## config.mk

```make
export PLATFORM = sky130hd
export DESIGN_NAME = bus_arbiter
export DESIGN_NICKNAME = d
export VERILOG_FILES = /design/src/rtl/bus_arbiter.sv
export SDC_FILE = /design/constraint.sdc
export NUM_CORES = 1
export LEC_CHECK = 0
export ABC_AREA = 1
export BUFFER_PORTS_ARGS = -buffer_cell sky130_fd_sc_hd__buf_2
export CAP_MARGIN = 30
export CORE_ASPECT_RATIO = 1.2
export CORE_MARGIN = 10
export CORE_UTILIZATION = 51
export CTS_CLUSTER_DIAMETER = 50
export DETAILED_ROUTE_END_ITERATION = 8
export HOLD_SLACK_MARGIN = 0.02
export PLACE_DENSITY = 0.77
export REMOVE_ABC_BUFFERS = 1
export SYNTH_ARGS = -nofsm -noshare
export SYNTH_HDL_FRONTEND = slang
export SYNTH_SLANG_ARGS = --single-unit
export TNS_END_PERCENT = 1
```

## constraint.sdc

```tcl
create_clock -name clk_i -period 1.5 [get_ports clk_i]
set_input_delay 0 -clock clk_i [delete_from_list [all_inputs] [get_ports clk_i]]
set_output_delay 0 -clock clk_i [all_outputs]
set_load 0.01 [all_outputs]
```

## src/rtl/bus_arbiter.sv

```systemverilog
// Two-master serial bus arbiter with hold timeout and combinational line muxing.
// Define BUS_ARB_ROUND_ROBIN_EN for round-robin ties; otherwise master 0 wins ties.
module bus_arbiter #(
   parameter int unsigned TIMEOUT = 256
) (
   input  logic       clk_i,
   input  logic       rst_i,
   input  logic [1:0] req_i,
   output logic [1:0] grant_o,
   input  logic [1:0] m_wr_bus_i,
   input  logic [1:0] m_mode_i,
   input  logic [1:0] m_valid_i,
   output logic [1:0] m_rd_bus_o,
   output logic [1:0] m_ready_o,
   output logic       wr_bus_o,
   output logic       mode_o,
   output logic       master_valid_o,
   input  logic       rd_bus_i,
   input  logic       slave_ready_i,
   output logic       timeout_o,
   output logic       timeout_id_o
);

   localparam int unsigned CW = (TIMEOUT > 1) ? $clog2(TIMEOUT) : 1;
   localparam logic [CW-1:0] CMAX = CW'(TIMEOUT - 1);

   typedef enum logic [1:0] {IDLE, GRANT, RELEASE} state_t;

   state_t        state_q, state_d;
   logic [1:0]    grant_q, grant_d;
   logic [CW-1:0] cnt_q, cnt_d;
   logic [1:0]    mask_q, mask_d;
   logic          tout_q, tout_d;
   logic          tid_q, tid_d;
   logic [1:0]    eff_req;
   logic          win;
   logic          gidx;

`ifdef BUS_ARB_ROUND_ROBIN_EN
   logic          last_q, last_d;

   // On a tie the master that did not win last time goes first.
   always_comb begin
      win = eff_req[1];
      if (eff_req == 2'b11) win = ~last_q;
   end
`else
   always_comb win = ~eff_req[0];
`endif

   assign eff_req = req_i & ~mask_q;
   assign gidx    = grant_q[1];

   always_comb begin
      state_d = state_q;
      grant_d = grant_q;
      cnt_d   = cnt_q;
      tout_d  = 1'b0;
      tid_d   = tid_q;
      mask_d  = mask_q & req_i;
`ifdef BUS_ARB_ROUND_ROBIN_EN
      last_d  = last_q;
`endif
      unique case (state_q)
         IDLE: begin
            if (|eff_req) begin
               grant_d = win ? 2'b10 : 2'b01;
               cnt_d   = '0;
               state_d = GRANT;
`ifdef BUS_ARB_ROUND_ROBIN_EN
               last_d  = win;
`endif
            end
         end
         GRANT: begin
            cnt_d = cnt_q + 1'b1;
            // A dropped request takes precedence over an expiring counter.
            if (!req_i[gidx]) begin
               grant_d = 2'b00;
               state_d = RELEASE;
            end else if (cnt_q == CMAX) begin
               grant_d      = 2'b00;
               state_d      = RELEASE;
               tout_d       = 1'b1;
               tid_d        = gidx;
               mask_d[gidx] = 1'b1;
            end
         end
         RELEASE: begin
            grant_d = 2'b00;
            state_d = IDLE;
         end
         default: begin
            grant_d = 2'b00;
            state_d = IDLE;
         end
      endcase
   end

   always_ff @(posedge clk_i or posedge rst_i) begin
      if (rst_i) begin
         state_q <= IDLE;
         grant_q <= 2'b00;
         cnt_q   <= '0;
         mask_q  <= 2'b00;
         tout_q  <= 1'b0;
         tid_q   <= 1'b0;
`ifdef BUS_ARB_ROUND_ROBIN_EN
         last_q  <= 1'b1;
`endif
      end else begin
         state_q <= state_d;
         grant_q <= grant_d;
         cnt_q   <= cnt_d;
         mask_q  <= mask_d;
         tout_q  <= tout_d;
         tid_q   <= tid_d;
`ifdef BUS_ARB_ROUND_ROBIN_EN
         last_q  <= last_d;
`endif
      end
   end

   assign grant_o        = grant_q;
   assign timeout_o      = tout_q;
   assign timeout_id_o   = tid_q;
   assign wr_bus_o       = |(grant_q & m_wr_bus_i);
   assign mode_o         = |(grant_q & m_mode_i);
   assign master_valid_o = |(grant_q & m_valid_i);
   assign m_rd_bus_o     = grant_q & {2{rd_bus_i}};
   assign m_ready_o      = grant_q & {2{slave_ready_i}};

endmodule

```

# Word level (Yosys, flattened, before mapping)
# Cells that the tools add are included.
# W data, S select, Z words.
[word_totals] reg_bits=16 output_inout_bits=11 wordCells=53 rom_bits=0 mem_bits_rw=0 n_memories=0 latchBits=0 in_bits=12
[classes] div_mod_pow=0 n_lt_le_gt_ge=2 shifts=0 n_bitwise=9 mul=0 n_eq_ne=4 reduce_logical=10 addsub=1 n_mux=21
[ops] operator="$mux W2" count=10
[ops] operator="$pmux W8 S2" count=1
[ops] operator="$and A2 B2 Y2" count=7
[ops] operator="$add A8 B1 Y8 const B" count=1
[ops] operator="$eq A8 B8 Y1 const B" count=1
[ops] operator="$mux W8" count=1
[ops] operator="$pmux W2 S2" count=2
[ops] operator="$reduce_or A2 Y1" count=4
[ops] operator="$mux W1" count=6
[ops] operator="$reduce_and A2 Y1" count=2
[ops] operator="$ne A3 B3 Y1 const B" count=1
[ops] operator="$reduce_and A3 Y1" count=1
[ops] operator="$eq A2 B1 Y1 const B" count=1
[ops] operator="$logic_not A2 Y1" count=1
[ops] operator="$lt A1 B2 Y1 const B" count=1
[ops] operator="$ne A2 B2 Y1 const B" count=1
[ops] operator="$not A2 Y2" count=1
[ops] operator="$or A2 B2 Y2" count=1
[ops] operator="$reduce_bool A2 Y1" count=1
[ops] operator="$demux W1 S1" count=1
[ops] operator="$ge A1 B1 Y1 const B" count=1
[ops] operator="$logic_and A1 B1 Y1" count=1

# Logic depth before layout (Yosys ltp)
# Gate-level depths: netlist of run 1.
[depth] ltp_word=8 ltp_mapped=9 depth_no_buf=8

# Least setup slack after synthesis of run 1
# OpenSTA, ideal clock, no wires.
[synth_timing] kind="register to register" startpoint="reg cnt_q[0]" endpoint="reg mask_q[0]" setup_slack_ns=0.373 setup_ns=0.127 arrival_time_ns=1.000 synth_period_minus_slack_ns=1.127 path_buffers=0 required_ns=1.373 path_stages_with_launch=8 cell_sequence="dfrtp_1 -> ha_1 -> nand3_1 -> inv_1 -> nand2_2 -> inv_1 -> nand3_1 -> o21ai_0"
[synth_via] elab_chain_cells=4
[synth_lines] element="from (decl)" line="31" text="logic [CW-1:0] cnt_q, cnt_d;"
[synth_lines] element="from (signal assigned)" line="114" text="cnt_q <= cnt_d;"
[synth_lines] element="$eq A8 B8 Y1" line="81" text="end else if (cnt_q == CMAX) begin"
[synth_lines] element="$mux W2" line="81"
[synth_lines] element="$mux W2" line="78" text="if (!req_i[gidx]) begin"
[synth_lines] element="$mux W2" line="64" text="unique case (state_q)"
[synth_lines] element="via mask_d[0]" line="32" text="logic [1:0] mask_q, mask_d;"
[synth_lines] element="to (signal assigned)" line="115" text="mask_q <= mask_d;"
[synth_lines] element="to (decl)" line="32"
# The timed path passes the listed nets, and every way through them passes these cells.
# A chain may end at the register's enable or synchronous reset.

# Worst setup path in the final report of run 1
[layout_timing] startpoint="reg grant_q[1] (netlist: grant_o[1])" endpoint="out wr_bus_o"
[layout_via] elab_chain_cells=2
[layout_lines] element="from (decl)" line="30" text="logic [1:0] grant_q, grant_d;"
[layout_lines] element="from (signal assigned)" line="113" text="grant_q <= grant_d;"
[layout_lines] element="$and A2 B2 Y2" line="127" text="assign wr_bus_o = |(grant_q & m_wr_bus_i);"
[layout_lines] element="$reduce_or A2 Y1" line="127"
[layout_lines] element="to (decl)" line="15" text="output logic wr_bus_o,"
# Every way passes these cells.

==> results of run 1 <==
power by group through the flow:
| stage | Clock, W | Combinational [W] | Sequential, W |
|---|---|---|---|
| 6_report | 0.000217 | 0.000715 | 0.000614 |
| 5_1_grt | 0.000256 | 0.000802 | 0.000630 |
| 4_1_cts | 0.000228 | 0.000727 | 0.000615 |
| 3_5_place_dp | 0 | 0.000719 | 0.000623 |
| 3_3_place_gp | 0 | 0.000707 | 0.000618 |
| 2_1_floorplan | 0 | 0.000446 | 0.000634 |
worst max-delay path by stage:
stage / start / to / slack [ns] / cells after the start
after floorplan: grant_o[1]$_DFFE_PP0P_ / grant_o[1]$_DFFE_PP0P_ / 0.36 / 7
after global placement: state_q[1]$_DFFE_PP0P_ / timeout_id_o$_DFFE_PP0P_ / 0.28 / 6
after detailed placement: state_q[1]$_DFFE_PP0P_ / timeout_id_o$_DFFE_PP0P_ / 0.26 / 6
after CTS: grant_o[1]$_DFFE_PP0P_ / wr_bus_o / 0.25 / 3
after global routing: cnt_q[0]$_DFFE_PP0P_ / timeout_id_o$_DFFE_PP0P_ / 0.13 / 8
final: grant_o[1]$_DFFE_PP0P_ / wr_bus_o / 0.26 / 3
cell type report:
type | count | area [um^2]
multi-input combinational | 85 | 424
timing repair buffer | 27 | 155
clock buffer | 3 | 22.5
sequential | 16 | 400
tap | 18 | 22.5
inverter | 21 | 81.3
fill | 146 | 576
through the flow:
step,cells,total power [W]
final,170,0.00155
after global routing,170,0.00169
after CTS,170,0.00157
after detailed placement,164,0.00134
after global placement,164,0.00132
after floorplan,122,0.00108
layout by cell type (no fill, tap or decap):
master and n:
a21oi_1 2, a22o_1 3, buf_2 22, buf_4 2
clkbuf_4 3, dfrtp_1 16, dlygate4sd3_1 3, ha_1 1
inv_1 20, inv_4 1, nand2_1 35, nand2_2 5
nand2_4 2, nand3_1 18, nor2_1 7, nor2_2 2
nor2_4 1, nor3_1 1, o21ai_0 4, o21ai_1 2
o21ai_2 1, or2_2 1
Yosys cell counts (2+ instances only):
master	count
nand2_1	35
inv_1	20
nand3_1	18
dfrtp_1	16
nor2_1	7
nand2_2	5
o21ai_0	4
a22o_1	3
a21oi_1	2
nand2_4	2
nor2_2	2
o21ai_1	2
routing by layer:
metal / GRT usage [%] / up-vias / routed length (um)
li1: - / 445 / -
met1: 11.2 / 394 / 863
met2: 18.2 / 17 / 979
met3: 3.80 / 2 / 137
met4: 4.31 / 0 / 13
met5: 0 / - / 0
worst min-delay path, stage by stage:
cell and delay [ns]:
buf_2 0.09, nand2_1 0.04, inv_1 0.04, buf_2 0.12
kinds of logic after synthesis:
logic type	after synthesis
AND/OR/NAND/NOR	72
buffers and inverters	23
flip-flops	16
AO/OA/AOI/OAI	12
adder cells (fa/ha/maj)	1
registers in the layout, summed over array words and instances (netlist names):
register,count
cnt_q,8
grant_o,2
mask_q,2
state_q,2
timeout_id_o,1
timeout_o,1
what timing repair did:
| action | CTS | global route |
|---|---|---|
| setup buffers | 0 | 0 |
| endpoints found under the hold margin | 18 | 0 |
| hold buffers | 3 | 0 |
| setup endpoints to repair | 0 | 0 |
==> metrics, run 1 <==
Lkg Pwr=0.655 nW; Final ANT Viol Nets=0; r2r endpoint=timeout_id_o$_DFFE_PP0P_; top cells by area in the synthesized netlist=dfrtp_1, nand2_1, nand3_1; WL final=~2 mm; CP arrival=1.24 ns; hold path depth=4; Flop pwr share=39.7%; Synthesis Warnings=0; Port-buffer cells=22; max cap viols=0; Sw Share=a little over two fifths; worst-path fanout max=9; via/cell ratio=5.05; Post-Syn Area=925 um^2; most frequently used flop master after synthesis=dfrtp_1; CP Cell Sequence=buf_4 > a22o_1 > buf_2; Placer Congestion=0.820; Final setup violation count=0; H-tree Lvls=1; largest net degree at the start of global routing=17; reg-to-reg startpoint=cnt_q[0]$_DFFE_PP0P_; Clock Tree Root=clkbuf_4; r2r setup slk=~0.27 ns; DR vias=858; Async S/R FF share, synth=100%; Final nets=167; CP peak stage delay=0.44 ns; WL per Instance=11.7 um; critical path class=reg2out; final worst slack=0.263 ns; CORE AREA=1680 um^2; Avg Inst Size Synth=7.46 um^2; combinational share of power=46.3%; layout cells sized above 1=26.3%; Hold Path Class=in2out; hold_sp=slave_ready_i; drt pass-1 iters=4; placed inst area=between 1000 and 1500 um^2; Critical Path End Type=output pin; Synth Area in Adders=under 10%; num rows=16; number of flops mapped to enable cells by yosys=0; CP top delay family=flip-flops; Simple-Gate Fraction of Synth Area=36.4%; PwrDens=1400 nW/um^2; initial antenna violation count=0; vias in the first global route=761; Cell Int Power=0.000883 W; Overflow after GRT=0; CP Data Required Time=1.50 ns; top cell type's share of synthesized area=43.3%; # diodes=0; Post-Place Setup Slack=0.263 ns; clock latency on the worst-skew pair=between 0.2 and 0.3 ns; Mapped Cells=124; Worst Max-Slew Pin Slew=0.620 ns; status=complete, no violations; largest family of logic cells by synthesized area=simple AND/OR/NAND/NOR gates; Net Switching=0.000663 W; Yosys reg bits=16; Remaining DRCs=0; Yosys top cell by area=dfrtp_1; TNS Setup=0 ns; Reg clk slew, reported paths=0.08 ns; Fin. Hold Viols=0; Post-Synth XOR/XNOR Area=0%; Distinct cells, synth=20; fin util=65.8%; Fmax=about 0.8 GHz; Synth Area in Compound Gates=8.12%; CP bufs+invs=2; VDD IR max=1040 uV; TritonCTS clock tree=done; design area=around 1100 um^2; first-pass GRT wire length=3.33 mm; Hold Path Sink=m_ready_o[0]; Die Wd=58.9 um; unrepaired setup endpoints after global routing=false; die area=3920 um^2; sink count of the clock tree=16; type of origin of the critical path=flip-flop; clk_skew=0.00296 ns; worst hold margin=0.285 ns; synthesis-to-finish area growth=19.6%; I/O Pins=23; initial core utilization=55.0%; mux cell area share after synthesis=0%; clock power share=14.0%; fin crit share=82.5%; R2R depth=8; crit path time final=1.24 ns; max-slew violation count=0; drt initial violations=31; Rel. slew slack=between 50 and 60%; CP max stage cell=dfrtp_1; Clock Path Buffers=2; post-cts repair resize count=0; Die Y=66.6 um; dpl hpwl=1.59 mm; GRT Util Overall=10.5%; total CTS buffers=3; sequential area share after synthesis=43.3%
(Power assumes the default switching activity.)
==> run 2, diff against run 1 <==
- CORE_UTILIZATION: 51 -> 46
- PLACE_DENSITY: 0.77 -> 0.73
- clock period: 1.5 -> 1.1 ns (I/O delays scaled with it)
==> run 2 against run 1 <==
The flow now finishes with violations (negative setup slack). Combinational power up 82%. Total power up 58%. Flip-flop and latch count unchanged. Core utilization up 1.7 points.
==> metrics, run 2 (synthesized netlist as in run 1, its figures left out) <==
status=complete, but fails checks (was complete, no violations); violated checks=negative setup slack; CP top delay family=simple AND/OR/NAND/NOR gates (was flip-flops); dpl hpwl=1.80 mm (was 1.59 mm); WL final=2.31 mm (was 1.99 mm); Rel. slew slack=85.9% (was 58.6%); Levels on crit path=8 (was 3); multi-input logic area=484 um^2 (was 424 um^2); placed cell count=176 (was 164); die area=4210 um^2 (was 3920 um^2); initial antenna violation count=0 (unchanged); Critical Path End Type=flip-flop (was output pin); drt pass-1 iters=4 (unchanged); max cap viols=0 (unchanged); DR vias=912 (was 858); design area=1260 um^2 (was 1110 um^2); synthesis-to-finish area growth=36.5% (was 19.6%); VDD IR max=1390 uV (was 1040 uV); Lkg Pwr=0.732 nW (was 0.655 nW); critical path class=reg2reg (was reg2out); CP max stage cell=dfrtp_1 (unchanged); final worst slack=-0.0597 ns (was 0.263 ns); R2R depth=8 (unchanged); I/O Pins=23 (unchanged); Final setup violation count=12 (was 0); CORE AREA=1870 um^2 (was 1680 um^2); Fin. Hold Viols=0 (unchanged); CP Data Required Time=1.28 ns (was 1.50 ns); Die Y=69.1 um (was 66.6 um); CP arrival=1.34 ns (was 1.24 ns); largest net degree at the start of global routing=17 (unchanged); Clock Path Buffers=2 (unchanged); Fillers=160 (was 146); WL per Instance=12.6 um (was 11.7 um); Top reg by flops=cnt_q (unchanged); register area=402 um^2 (was 400 um^2); Reg clk slew, reported paths=0.09 ns (was 0.08 ns); most frequent CP cell=nand2_1; # diodes=0 (unchanged); placed inst area=1140 um^2 (was 1050 um^2); PwrDens=1930 nW/um^2 (was 1400 nW/um^2); initial core utilization=49.4% (was 55.0%); sink count of the clock tree=16 (unchanged); Fmax=roughly 0.86 GHz; CP peak stage delay=0.36 ns (was 0.44 ns); unrepaired setup endpoints after global routing=true (was false); crit path time final=about 1.2 ns; max-slew violation count=0 (unchanged); layout cells sized above 1=39.0% (was 26.3%); vias in the first global route=904 (was 761); total CTS buffers=3 (unchanged); CP bufs+invs=1 (was 2); total power=0.00244 W (was 0.00155 W); fin crit share=105%; drt initial violations=25 (was 31); fin util=67.4% (was 65.8%); Clock Tree Root=clkbuf_4 (unchanged); max reg flops=8 (unchanged); TritonCTS clock tree=done (unchanged); Final nets=179 (was 167); Hold Path Class=in2async (was in2out); worst-path fanout max=4 (was 9); commonest non-fill, non-tap cell in the layout=nand2_1 (unchanged); Layout Cells excl Fill=183 (was 170); Worst Max-Slew Pin Slew=0.211 ns (was 0.620 ns); Die Wd=60.9 um (was 58.9 um); CP Cell Sequence=ha_2 > nand3_2 > inv_2 > nand2_4 > nor2_4 > nand2_1 > nand2_1 > nand2_1 (was buf_4 > a22o_1 > buf_2); clock latency on the worst-skew pair=0.28 ns (about the same); num rows=17 (was 16); Port-buffer cells=22 (unchanged); most frequent cells in the layout=nand2_1, buf_2, inv_1 (unchanged); via/cell ratio=4.98 (was 5.05); first-pass GRT wire length=3.77 mm (was 3.33 mm); Overflow after GRT=0 (unchanged); H-tree Lvls=1 (unchanged); Placer Congestion=0.851 (was 0.820); Remaining DRCs=0 (unchanged); Final ANT Viol Nets=0 (unchanged); type of origin of the critical path=flip-flop (unchanged); GRT Util Overall=10.8% (was 10.5%); clk_skew=0.00288 ns (was 0.00296 ns)
-- run 2: cell types whose count changed in the layout (fill, tap and decap cells not counted), sizes merged --
cell | previous run | this run
buf | 24 | 36
-- run 2: worst reg2reg max path: cells and delay by family, from the launching register on --
family                   cells  cell delay [ns]
AND/OR/NAND/NOR              6             0.41
buffers and inverters        1             0.09
adder cells (fa/ha/maj)      1             0.20
flip-flops                   1             0.36
-- run 2: layer usage --
| layer | vias to the layer above | track usage, % | part of all wire [%] |
|---|---|---|---|
| li1 | 472 | - | - |
| met1 | 418 | 11.0 | 40 |
| met2 | 20 | 19.7 | 52 |
| met3 | 2 | 2.19 | 6.8 |
| met4 | 0 | 4.38 | 1.0 |
| met5 | - | 0 | 0 |
-- run 2: final cells by class --
class                   count  area share [%]
flip-flops and latches     16            31.8
clock buffers               3            1.78
inverters                  21            6.44
repair buffers             39            19.7
well taps                  19            1.88
multi-input cells          85            38.4
-- run 2: path summary, 6_finish.rpt --
kind                                          startpoint                       end  slack [ns]
worst min-delay path                               rst_i      cnt_q[7]$_DFFE_PP0P_        0.26
max in group asynchronous                          rst_i    grant_o[1]$_DFFE_PP0P_        0.64
worst max-delay path                cnt_q[0]$_DFFE_PP0P_  timeout_id_o$_DFFE_PP0P_       -0.06
min in group clk_i                              rd_bus_i             m_rd_bus_o[0]        0.29
worst max register to register      cnt_q[0]$_DFFE_PP0P_  timeout_id_o$_DFFE_PP0P_       -0.06
worst min register to register  timeout_id_o$_DFFE_PP0P_  timeout_id_o$_DFFE_PP0P_        0.49
-- run 2: timing repair --
action | 4_1_cts | 5_1_grt
hold endpoints to repair | 18 | 0
setup endpoints to repair | 19 | 19
hold buffers | 3 | 0
pin swaps | 3 | 6
gates resized for setup | 11 | 9
buffers inserted | 1 | 0
-- run 2: where the power goes --
| part | leakage (nW) | switching (W) | internal (W) | total (W) |
|---|---|---|---|---|
| combinational | 0.506 | 0.000719 | 0.000583 | 0.00130 |
| clock | 0.0138 | 0.000172 | 0.000127 | 0.000299 |
| sequential | 0.213 | 0.000121 | 0.000716 | 0.000837 |
-- run 2: stage by stage --
stage | setup slack, ns | setup TNS (ns) | hold slack, ns
finish | -0.0597 | -0.400 | 0.256
global route | -0.163 | -1.78 | 0.287
CTS | -0.0801 | -0.533 | 0.260
detailed placement | -0.0742 | -0.606 | 0.0154
global placement | -0.0452 | -0.322 | 0.0141
floorplan | -0.0363 | -0.154 | -0.0863
